--- config.mk ---
export PLATFORM = sky130hd
export DESIGN_NAME = cpu_sequencer
export DESIGN_NICKNAME = d
export VERILOG_FILES = /design/src/rtl/cpu_sequencer.sv
export SDC_FILE = /design/constraint.sdc
export NUM_CORES = 1
export LEC_CHECK = 0
export ABC_AREA = 1
export CAP_MARGIN = 40
export CORE_UTILIZATION = 42
export CTS_CLUSTER_DIAMETER = 100
export DETAILED_ROUTE_END_ITERATION = 12
export PLACE_DENSITY_LB_ADDON = 0.1
export SLEW_MARGIN = 20
export SYNTH_ARGS = -nofsm -noshare
export SYNTH_HDL_FRONTEND = slang
export SYNTH_SLANG_ARGS = --single-unit
--- constraint.sdc ---
create_clock -name clk -period 1.2 [get_ports clk]
set_input_delay 0.24 -clock clk [delete_from_list [all_inputs] [get_ports clk]]
set_output_delay 0.24 -clock clk [all_outputs]
set_load 0.005 [all_outputs]
--- src/rtl/cpu_sequencer.sv ---
// Multi-cycle instruction sequencer: fetch, decode, execute, memory, writeback.
// Request strobes are pure decodes of the current state, so they drop in the cycle after a reset edge.
module cpu_sequencer #(
    parameter int PC_WIDTH = 8,
    parameter int RESET_PC = 0
) (
    input  logic                clk,
    input  logic                rst_n,
    output logic                imem_req,
    output logic [PC_WIDTH-1:0] imem_addr,
    input  logic                imem_valid,
    input  logic [15:0]         imem_rdata,
    output logic [15:0]         instr,
    output logic [PC_WIDTH-1:0] pc,
    output logic                dmem_req,
    output logic                dmem_we,
    input  logic                dmem_ready,
    output logic                reg_we,
    output logic                halted,
    output logic [2:0]          state,
    output logic [15:0]         retired
);

    localparam logic [2:0] S_FETCH   = 3'd0;
    localparam logic [2:0] S_DECODE  = 3'd1;
    localparam logic [2:0] S_EXECUTE = 3'd2;
    localparam logic [2:0] S_MEM     = 3'd3;
    localparam logic [2:0] S_WB      = 3'd4;
    localparam logic [2:0] S_HALT    = 3'd5;

    localparam logic [2:0] OP_STORE = 3'b100;
    localparam logic [2:0] OP_LOAD  = 3'b101;
    localparam logic [2:0] OP_JUMP  = 3'b110;
    localparam logic [2:0] OP_HALT  = 3'b111;

    logic [2:0]          state_q, state_d;
    logic [PC_WIDTH-1:0] pc_q, pc_d;
    logic [15:0]         instr_q, instr_d;
    logic [15:0]         retired_q, retired_d;
    logic [2:0]          opcode;

    assign opcode = instr_q[15:13];

    always_comb begin
        state_d   = state_q;
        pc_d      = pc_q;
        instr_d   = instr_q;
        retired_d = retired_q;
        case (state_q)
            S_FETCH: begin
                if (imem_valid) begin
                    instr_d = imem_rdata;
                    pc_d    = pc_q + PC_WIDTH'(1);
                    state_d = S_DECODE;
                end
            end
            S_DECODE: state_d = S_EXECUTE;
            S_EXECUTE: begin
                case (opcode)
                    OP_JUMP: begin
                        pc_d      = instr_q[PC_WIDTH-1:0];
                        retired_d = retired_q + 16'd1;
                        state_d   = S_FETCH;
                    end
                    OP_HALT: begin
                        retired_d = retired_q + 16'd1;
                        state_d   = S_HALT;
                    end
                    OP_LOAD, OP_STORE: state_d = S_MEM;
                    default:           state_d = S_WB;
                endcase
            end
            S_MEM: begin
                if (dmem_ready) begin
                    if (opcode == OP_STORE) begin
                        retired_d = retired_q + 16'd1;
                        state_d   = S_FETCH;
                    end else begin
                        state_d = S_WB;
                    end
                end
            end
            S_WB: begin
                retired_d = retired_q + 16'd1;
                state_d   = S_FETCH;
            end
            S_HALT:  state_d = S_HALT;
            // Unused codes recover to FETCH without touching architectural state
            default: state_d = S_FETCH;
        endcase
    end

    always_ff @(posedge clk) begin
        if (!rst_n) begin
            state_q   <= S_FETCH;
            pc_q      <= PC_WIDTH'(RESET_PC);
            instr_q   <= 16'h0000;
            retired_q <= 16'h0000;
        end else begin
            state_q   <= state_d;
            pc_q      <= pc_d;
            instr_q   <= instr_d;
            retired_q <= retired_d;
        end
    end

    assign imem_req  = (state_q == S_FETCH);
    assign imem_addr = pc_q;
    assign dmem_req  = (state_q == S_MEM);
    assign dmem_we   = (state_q == S_MEM) && (opcode == OP_STORE);
    assign reg_we    = (state_q == S_WB);
    assign halted    = (state_q == S_HALT);
    assign instr     = instr_q;
    assign pc        = pc_q;
    assign state     = state_q;
    assign retired   = retired_q;

endmodule

==> results.sh, run 1 <==
export IMPL_dp_slack_ns=-0.292
export IMPL_ys_types=33
export IMPL_syn_area_sq_um=2410
export IMPL_startpoint_type="flop"
export IMPL_synth_top_family_by_area="simple AND/OR/NAND/NOR gates"
export IMPL_cts_num_sinks=43
export IMPL_grt_max_degree=17
export IMPL_io_buffers=75
export IMPL_ant_nets=0
export IMPL_syn_inst=345
export IMPL_avgRoutedWirePerCell_um=17.2
export IMPL_synth_nets=367
export IMPL_die_area_sq_um=6040
export IMPL_violations="negative setup slack"
export IMPL_grtUsageTotal_pct=28.4
export IMPL_worst_pin_slew_ns=0.335
export IMPL_viasPerCell=5.47
export IMPL_synth_largest_area_cell="dfxtp_1"
export IMPL_crit_slowest_cell="dfxtp_4"
export IMPL_critPathKind="reg2reg"
export IMPL_regArea_sq_um=935
export IMPL_cp_end_kind="flop"
export IMPL_drcViolationCount=0
export IMPL_antenna_cells=0
export IMPL_synth_area_leaders="dfxtp_1, nand2_1, nor2_1"
export IMPL_synth_area_per_cell_sq_um=6.97
export IMPL_yosys_warnings=0
export IMPL_leakage_nw=2.24
export IMPL_async_flop_share_pct=0
export IMPL_hp_class="reg2reg"
export IMPL_finClkSkew_ns=0.0143
export IMPL_dp_hpwl_mm=4.97
export IMPL_fp_dieW_um=77.7
export IMPL_io_pins=76
export IMPL_muxShareOfSynthArea_pct=0
export IMPL_synth_common_cells="nand2_1, nor2_1, dfxtp_1"
export IMPL_cp_max_fo=3
export IMPL_fin_crit_sh_pct=131
export IMPL_grt_pass1_wl_mm=13.6
export IMPL_drive_gt1_share_pct=53.8
export IMPL_status="finished, violations left"
export IMPL_place_congestion=0.839
export IMPL_initial_core_util_pct=43.7
export IMPL_finalCoreUtilization_pct=84.7
export IMPL_finalWorstSetupSlack_ns=-0.376
export IMPL_power_density_nw_per_um2=1230
export IMPL_path_cells="buf_4 -> buf_4 -> inv_1 -> nor2_1 -> nand2_2 -> nor2_1 -> nand2_1 -> nand2_1 -> nand2_2 -> a21oi_2"
export IMPL_synth_edf_count=0
export IMPL_power_w=0.00573
export IMPL_synthSimpleGateAreaFrac_pct=34.2
export IMPL_fmax_ghz=0.635
export IMPL_yosys_area_top_type_share_pct=35.8
export IMPL_ys_seq_area_share_pct=35.8
export IMPL_htreeDepth=2
export IMPL_drtPass1Iterations=5
export IMPL_ys_ff_latch=43
export IMPL_fill_cells=336
export IMPL_dieHeight_um=77.7
export IMPL_cts_max_path_buffers=2
export IMPL_yosys_area_share_adder_pct=1.04
export IMPL_antenna_found_initial=0
export IMPL_drt_iter0_markers=280
export IMPL_slew_headroom_pct=77.6
export IMPL_cts_made_buffers=5
export IMPL_drv_slew=0
export IMPL_synth_xor_area_share_pct=2.91
export IMPL_cts_root_buf="clkbuf_8"
export IMPL_grt_pass1_vias=2977
export IMPL_required_ns=1.44
export IMPL_cp_top_family="simple AND/OR/NAND/NOR gates"
export IMPL_path_clk_slew_ns=0.10
export IMPL_multi_input_area_sq_um=1680
export IMPL_slowest_delay_ns=0.37
export IMPL_cts_tree="yes"
export IMPL_ys_flop_type="dfxtp_1"
export IMPL_final_setup_viol_count=52
export IMPL_nets=549
export IMPL_max_cap_violations=0
export IMPL_finalHoldViolations=0
export IMPL_syn_to_final_growth_pct=93.8
export IMPL_synth_compound_area_share_pct=15.1
export IMPL_vias=3280
export IMPL_wl_mm=10.3
export IMPL_coreArea_sq_um=5510
export IMPL_fin_crit_ns=1.58
export IMPL_path_buf_inv=3
export IMPL_rsz0062_at_grt="true"
export IMPL_yosysMostFrequentCell="nand2_1"
export IMPL_ir_worst_vdd_mv=1.07
export IMPL_arrival_ns=1.82
export IMPL_rows=27
export IMPL_grt_overflow=0
export IMPL_clkLatencyLatePin_ns=0.30
-- cell usage in the layout, fill, tap and decap left out, types with 2 or more instances in the layout --
cell type,Yosys,layout
nand2_4,3,14
xor2_1,4,4
inv_6,0,2
dfxtp_4,0,10
buf_12,0,2
o21ai_2,0,9
inv_4,1,2
nand3_4,0,3
inv_1,28,26
dfxtp_1,43,4
nor2_2,1,7
clkdlybuf4s50_1,0,19
nor2_4,3,13
nand2_1,80,66
nand4_4,1,2
nand4_1,6,6
nand2_8,0,2
o21ai_0,25,13
clkbuf_2,0,7
nand3_1,19,14
clkbuf_8,0,5
inv_2,4,2
nand2_2,13,14
buf_2,1,6
nand3b_1,2,2
nand3_2,1,3
a21oi_1,21,12
a21oi_2,10,19
dfxtp_2,0,29
inv_8,0,2
xnor2_1,4,3
o21ai_1,4,6
dlymetal6s2s_1,0,4
buf_4,9,87
dlygate4sd2_1,0,30
buf_6,3,32
clkbuf_16,0,2
nor2_1,46,30
-- path summary, 6_finish.rpt --
check	start	endpoint	slack [ns]	cells after the start
worst min register to register	instr[4]$_SDFFE_PN0P_	instr[4]$_SDFFE_PN0P_	0.49	2
worst min-delay path	instr[4]$_SDFFE_PN0P_	instr[4]$_SDFFE_PN0P_	0.49	2
worst max-delay path	retired[0]$_SDFFE_PN0P_	retired[15]$_SDFFE_PN0P_	-0.38	10
worst max register to register	retired[0]$_SDFFE_PN0P_	retired[15]$_SDFFE_PN0P_	-0.38	10
-- metal layers --
layer | global-route usage [%] | vias to the layer above | wire, um
met5 | 0 | - | 0
met4 | 8.68 | 0 | 347
met3 | 5.06 | 52 | 854
met2 | 48.8 | 224 | 5080
met1 | 35.8 | 1528 | 4050
li1 | - | 1476 | -
-- layout make-up --
type                    instances  share of cell area (%)
inverters                      33                    3.30
clock buffers                   6                    2.01
well taps                      72                    1.93
repair inverters                1                   0.241
repair buffers                191                    36.1
flip-flops and latches         43                    20.0
multi-input cells             252                    36.0
clock inverters                 2                   0.349
-- timing repair --
action / 4_1_cts / 5_1_grt
hold buffers: 0 / 0
resized for setup: 203 / 89
buffers inserted: 42 / 20
setup endpoints to repair: 96 / 64
cloned: 2 / 1
pin swaps: 18 / 16
-- stage by stage --
step                cell area (sq um)  hold WS [ns]  cells  setup TNS, ns
floorplan                        2480         0.375    345         -0.848
global placement                 3640         0.459    532          -8.67
detailed placement               3640         0.461    532          -9.74
CTS                              4250         0.464    580          -9.98
global route                     4660         0.503    600         -15.73
finish                           4660         0.490    600         -12.90
-- worst register-to-register path, stage by stage (launching register included) --
cell and delay (ns):
dfxtp_4 0.37, buf_4 0.13, buf_4 0.11, inv_1 0.06, nor2_1 0.22, nand2_2 0.15, nor2_1 0.14, nand2_1 0.07
nand2_1 0.11, nand2_2 0.06, a21oi_2 0.11
-- registers in the layout (all words and copies together) (netlist names) --
| signal | count |
|---|---|
| instr | 16 |
| retired | 16 |
| state | 3 |
| imem_addr | 8 |
-- cell families (layout without fill, tap and decap cells) --
family	Yosys count	after routing
AOI/OAI and AO/OA	63	63
xor gates and xnor gates	8	8
and+or+nand+nor	178	179
adders and majority gates	2	2
buffers and inverters	51	233
DFF	43	43
-- where the power goes --
| part | internal (W) | total (W) | switching, W | leakage [nW] |
|---|---|---|---|---|
| clock network | 0.000545 | 0.00112 | 0.000573 | 0.0530 |
| logic | 0.00141 | 0.00287 | 0.00146 | 1.82 |
| registers | 0.00162 | 0.00174 | 0.000114 | 0.371 |
(Power assumes the default switching activity.)
==> run 2, diff against run 1 <==
SKIP_CTS_REPAIR_TIMING = 1   (was not set)
==> run 2 against run 1 <==
Net effect: the flow still finishes with violations (negative setup slack); power fell by 7.8%; combinational power is 16% lower; register-to-register slack gained 0.10 ns; cell area shrank 4.2%; count of clock-buffer cells in the layout unchanged; via count is 12% lower; global-route usage shrank 5.7 points; routed wire length fell by 22%; critical endpoint is now retired[6]$_SDFFE_PN0P_; largest power group unchanged.
==> results.sh, run 2 (same netlist as run 1, synthesis figures left out) <==
export IMPL_coreArea_sq_um=5510
export IMPL_nets=520
export IMPL_syn_to_final_growth_pct=85.6
export IMPL_power_w=0.00528
export IMPL_hold_ws_ns=0.470
export IMPL_finalWorstSetupSlack_ns=-0.274
export IMPL_place_congestion=0.839
export IMPL_grt_max_degree=24
export IMPL_die_area_sq_um=6040
export IMPL_io_pins=76
export IMPL_post_dp_cell_area_sq_um=3640
export IMPL_final_common_cell="buf_4"
export IMPL_finalNonFillerCells=571
export IMPL_required_ns=1.43
export IMPL_status="finished, violations left"
export IMPL_cts_num_sinks=43
export IMPL_avgRoutedWirePerCell_um=14.2
export IMPL_antenna_cells=0
export IMPL_drv_slew=0
export IMPL_dp_slack_ns=-0.292
export IMPL_crit_top_cell="nand2_4"
export IMPL_cp_top_family="buffers and inverters"
export IMPL_finalHoldViolations=0
export IMPL_worst_pin_slew_ns=0.311
export IMPL_dp_cells=532
export IMPL_crit_slowest_cell="dfxtp_4"
export IMPL_cts_max_path_buffers=2
export IMPL_fin_crit_sh_pct=123
export IMPL_vias=2873
export IMPL_power_density_nw_per_um2=1180
export IMPL_wl_mm=8.10
export IMPL_final_cell_mix="buf_4, nand2_1, dlymetal6s2s_1"
export IMPL_drive_gt1_share_pct=46.3
export IMPL_drtPass1Iterations=5
export IMPL_hp_class="reg2reg"
export IMPL_path_cells="buf_6 -> inv_6 -> buf_12 -> nand3_4 -> inv_4 -> nand2_4 -> nand2_4 -> nor2_4 -> clkbuf_16 -> nand2_2 -> a21oi_2"
export IMPL_grtUsageTotal_pct=22.7
export IMPL_cts_root_buf="clkbuf_8"
export IMPL_grt_pass1_vias=2448
export IMPL_fp_dieW_um=77.7
export IMPL_arrival_ns=1.71
export IMPL_drcViolationCount=0
export IMPL_cts_tree="yes"
export IMPL_fin_crit_ns=1.47
export IMPL_cp_end_kind="flop"
export IMPL_path_buf_inv=5
export IMPL_dieHeight_um=77.7
export IMPL_max_cap_violations=0
export IMPL_final_setup_viol_count=48
export IMPL_drt_iter0_markers=161
export IMPL_critPathKind="reg2reg"
export IMPL_grt_pass1_wl_mm=11.1
export IMPL_dp_hpwl_mm=4.97
export IMPL_ir_worst_vdd_mv=1.06
export IMPL_leakage_nw=2.67
export IMPL_path_clk_slew_ns=0.10
export IMPL_cp_max_fo=8
export IMPL_slew_headroom_pct=79.2
export IMPL_finClkSkew_ns=0.0146
export IMPL_ant_nets=0
export IMPL_violations="negative setup slack"
export IMPL_htreeDepth=2
export IMPL_startpoint_type="flop"
export IMPL_io_buffers=75
export IMPL_antenna_found_initial=0
export IMPL_grt_overflow=0
export IMPL_initial_core_util_pct=43.7
export IMPL_viasPerCell=5.03
export IMPL_fmax_ghz=0.678
export IMPL_rsz0062_at_grt="true"
export IMPL_fin_area_sq_um=4470
export IMPL_cts_made_buffers=5
export IMPL_rows=27
export IMPL_slowest_delay_ns=0.39
export IMPL_clkLatencyLatePin_ns=0.30
run 2: where the power goes:
| part | switching, W | internal, W |
|---|---|---|
| logic | 0.00115 | 0.00126 |
| clock network | 0.000563 | 0.000544 |
| registers | 0.000144 | 0.00162 |
| total | 0.00186 | 0.00342 |
run 2: path summary, 6_finish.rpt:
check / start / cells past startpoint / slack (ns) / end
worst max register to register: state[0]$_SDFFE_PN0P_ / 11 / -0.27 / retired[6]$_SDFFE_PN0P_
worst max-delay path: state[0]$_SDFFE_PN0P_ / 11 / -0.27 / retired[6]$_SDFFE_PN0P_
worst min register to register: instr[2]$_SDFFE_PN0P_ / 2 / 0.47 / instr[2]$_SDFFE_PN0P_
worst min-delay path: instr[2]$_SDFFE_PN0P_ / 2 / 0.47 / instr[2]$_SDFFE_PN0P_
run 2: worst min-delay path, stage by stage, from the launching register on:
cell	delay, ns
dfxtp_2	0.33
inv_1	0.06
a21oi_1	0.06
run 2: per-stage QoR:
step / utilization (%) / TNS [ns]
2_1_floorplan: - / -0.848
3_3_place_gp: 66.1 / -8.67
3_5_place_dp: 66.1 / -9.74
4_1_cts: 68.1 / -19.59
5_1_grt: 81.1 / -12.56
6_report: 81.1 / -9.50
run 2: metal layers:
| metal | vias up | track usage (%) | part of all wire, % |
|---|---|---|---|
| li1 | 1419 | - | - |
| met1 | 1347 | 32.7 | 45 |
| met2 | 99 | 35.0 | 48 |
| met3 | 8 | 3.76 | 5.5 |
| met4 | 0 | 5.66 | 0.77 |
| met5 | - | 0 | 0 |
run 2: layout make-up:
cell class	count	area, sq um
well taps	72	90.1
fillers	358	1040
inverters	33	149
repair buffers	164	1630
multi-input cells	251	1540
clock inverters	2	16.3
flip-flops and latches	43	947
clock buffers	6	93.8
==> run 3, diff against run 2 <==
REMOVE_ABC_BUFFERS = 1   (was not set)
==> run 3 against run 2 <==
Net effect: the flow still finishes with violations (negative setup slack); clock power rose by 25%; global-route usage fell by 0.17 points; first-iteration DRC count down 1.2%; flip-flop and latch count is the same; critical path depth shrank 4; register-to-register slack worse by 0.02 ns; worst setup slack worse by 0.020 ns; die area did not move; critical endpoint is now retired[4]$_SDFFE_PN0P_; highest routed layer unchanged.
==> results.sh, run 3 (same netlist as run 1, synthesis figures left out) <==
export IMPL_p_clk_share_pct=24.2
export IMPL_hold_ws_ns=0.485
export IMPL_avgRoutedWirePerCell_um=15.1
export IMPL_cts_root_buf="clkbuf_8"
export IMPL_io_pins=76
export IMPL_htreeDepth=2
export IMPL_wl_mm=8.67
export IMPL_hp_class="reg2reg"
export IMPL_antenna_found_initial=0
export IMPL_grtUsageTotal_pct=22.5
export IMPL_drt_iter0_markers=159
export IMPL_grt_pass1_wl_mm=11.0
export IMPL_fill_cells=334
export IMPL_ir_worst_vdd_mv=0.928
export IMPL_fin_crit_sh_pct=125
export IMPL_violations="negative setup slack"
export IMPL_cts_made_buffers=5
export IMPL_initial_core_util_pct=43.7
export IMPL_antenna_cells=0
export IMPL_fp_dieW_um=77.7
export IMPL_fmax_ghz=0.669
export IMPL_worst_pin_slew_ns=0.340
export IMPL_fin_area_sq_um=4610
export IMPL_startpoint_type="flop"
export IMPL_dp_slack_ns=-0.428
export IMPL_cp_end_kind="flop"
export IMPL_status="finished, violations left"
export IMPL_final_cell_mix="buf_4, nand2_1, dlymetal6s2s_1"
export IMPL_drtPass1Iterations=4
export IMPL_final_common_cell="buf_4"
export IMPL_finalHoldViolations=0
export IMPL_multi_input_area_sq_um=1640
export IMPL_drcViolationCount=0
export IMPL_die_area_sq_um=6040
export IMPL_cts_num_sinks=43
export IMPL_finalWorstSetupSlack_ns=-0.295
export IMPL_syn_to_final_growth_pct=91.6
export IMPL_cp_max_fo=8
export IMPL_holdPathStages=2
export IMPL_nets=525
export IMPL_slew_headroom_pct=77.1
export IMPL_grt_pass1_vias=2555
export IMPL_path_cells="inv_1 -> nand3_1 -> buf_4 -> nand2_8 -> nand4_2 -> nand2_1 -> a21oi_2"
export IMPL_comb_power_share_pct=44.6
export IMPL_max_cap_violations=0
export IMPL_seq_power_share_pct=31.1
export IMPL_dieHeight_um=77.7
export IMPL_arrival_ns=1.69
export IMPL_swShare_pct=34.1
export IMPL_drv_slew=0
export IMPL_ant_nets=0
export IMPL_place_congestion=0.821
export IMPL_final_setup_viol_count=49
export IMPL_drive_gt1_share_pct=50.2
export IMPL_required_ns=1.39
export IMPL_finalCoreUtilization_pct=83.7
export IMPL_switchingPower_w=0.00195
export IMPL_rows=27
export IMPL_setup_tns_ns=-9.25
export IMPL_coreArea_sq_um=5510
export IMPL_critPathKind="reg2reg"
export IMPL_p_int_w=0.00377
export IMPL_crit_slowest_cell="dfxtp_2"
export IMPL_regArea_sq_um=937
export IMPL_fin_crit_ns=1.49
export IMPL_slowest_delay_ns=0.33
export IMPL_finClkSkew_ns=0.0221
export IMPL_grt_overflow=0
export IMPL_io_buffers=75
export IMPL_power_density_nw_per_um2=1240
export IMPL_clkLatencyLatePin_ns=0.31
export IMPL_leakage_nw=2.75
export IMPL_vias=2957
export IMPL_path_clk_slew_ns=0.10
export IMPL_grt_max_degree=24
export IMPL_viasPerCell=5.13
export IMPL_r2r_cells=7
export IMPL_post_dp_cell_area_sq_um=3590
export IMPL_cts_max_path_buffers=2
export IMPL_dp_hpwl_mm=4.89
export IMPL_cts_tree="yes"
export IMPL_rsz0062_at_grt="true"
run 3: worst paths after layout:
check                               from                       to  slack [ns]
setup reg to reg  instr[14]$_SDFFE_PN0P_  retired[4]$_SDFFE_PN0P_       -0.29
hold / removal     instr[1]$_SDFFE_PN0P_    instr[1]$_SDFFE_PN0P_        0.49
hold reg to reg    instr[1]$_SDFFE_PN0P_    instr[1]$_SDFFE_PN0P_        0.49
setup / recovery  instr[14]$_SDFFE_PN0P_  retired[4]$_SDFFE_PN0P_       -0.29
run 3: power groups by stage:
stage | clock network (W) | logic [W] | registers [W]
detailed placement | 0 | 0.00179 | 0.00175
finish | 0.00139 | 0.00255 | 0.00178
global route | 0.00143 | 0.00271 | 0.00179
global placement | 0 | 0.00176 | 0.00174
CTS | 0.00138 | 0.00180 | 0.00172
floorplan | 0 | 0.000677 | 0.00180
run 3: critical path: cells and delay by family, from the launching register on:
| kind | cells | cell delay [ns] |
|---|---|---|
| buffers and inverters | 2 | 0.26 |
| flip-flops | 1 | 0.33 |
| AND/OR/NAND/NOR | 4 | 0.70 |
| AO/OA/AOI/OAI | 1 | 0.08 |
run 3: layer usage:
layer	global-route usage (%)	vias up	wire, um
met5	0	-	0
met4	6.79	0	119
met3	2.94	14	456
met2	39.1	100	4650
met1	28.8	1408	3450
li1	-	1435	-
run 3: per-stage QoR:
stage / std cells / total power [W]
floorplan: 327 / 0.00248
global placement: 536 / 0.00351
detailed placement: 536 / 0.00354
CTS: 544 / 0.00490
global route: 576 / 0.00594
finish: 576 / 0.00571
run 3: layout make-up:
cell class	instances	area share [%]
well taps	72	1.95
flip-flops and latches	43	20.3
clock buffers	5	1.49
clock inverters	3	1.47
repair buffers	168	36.0
multi-input cells	252	35.7
inverters	33	3.12
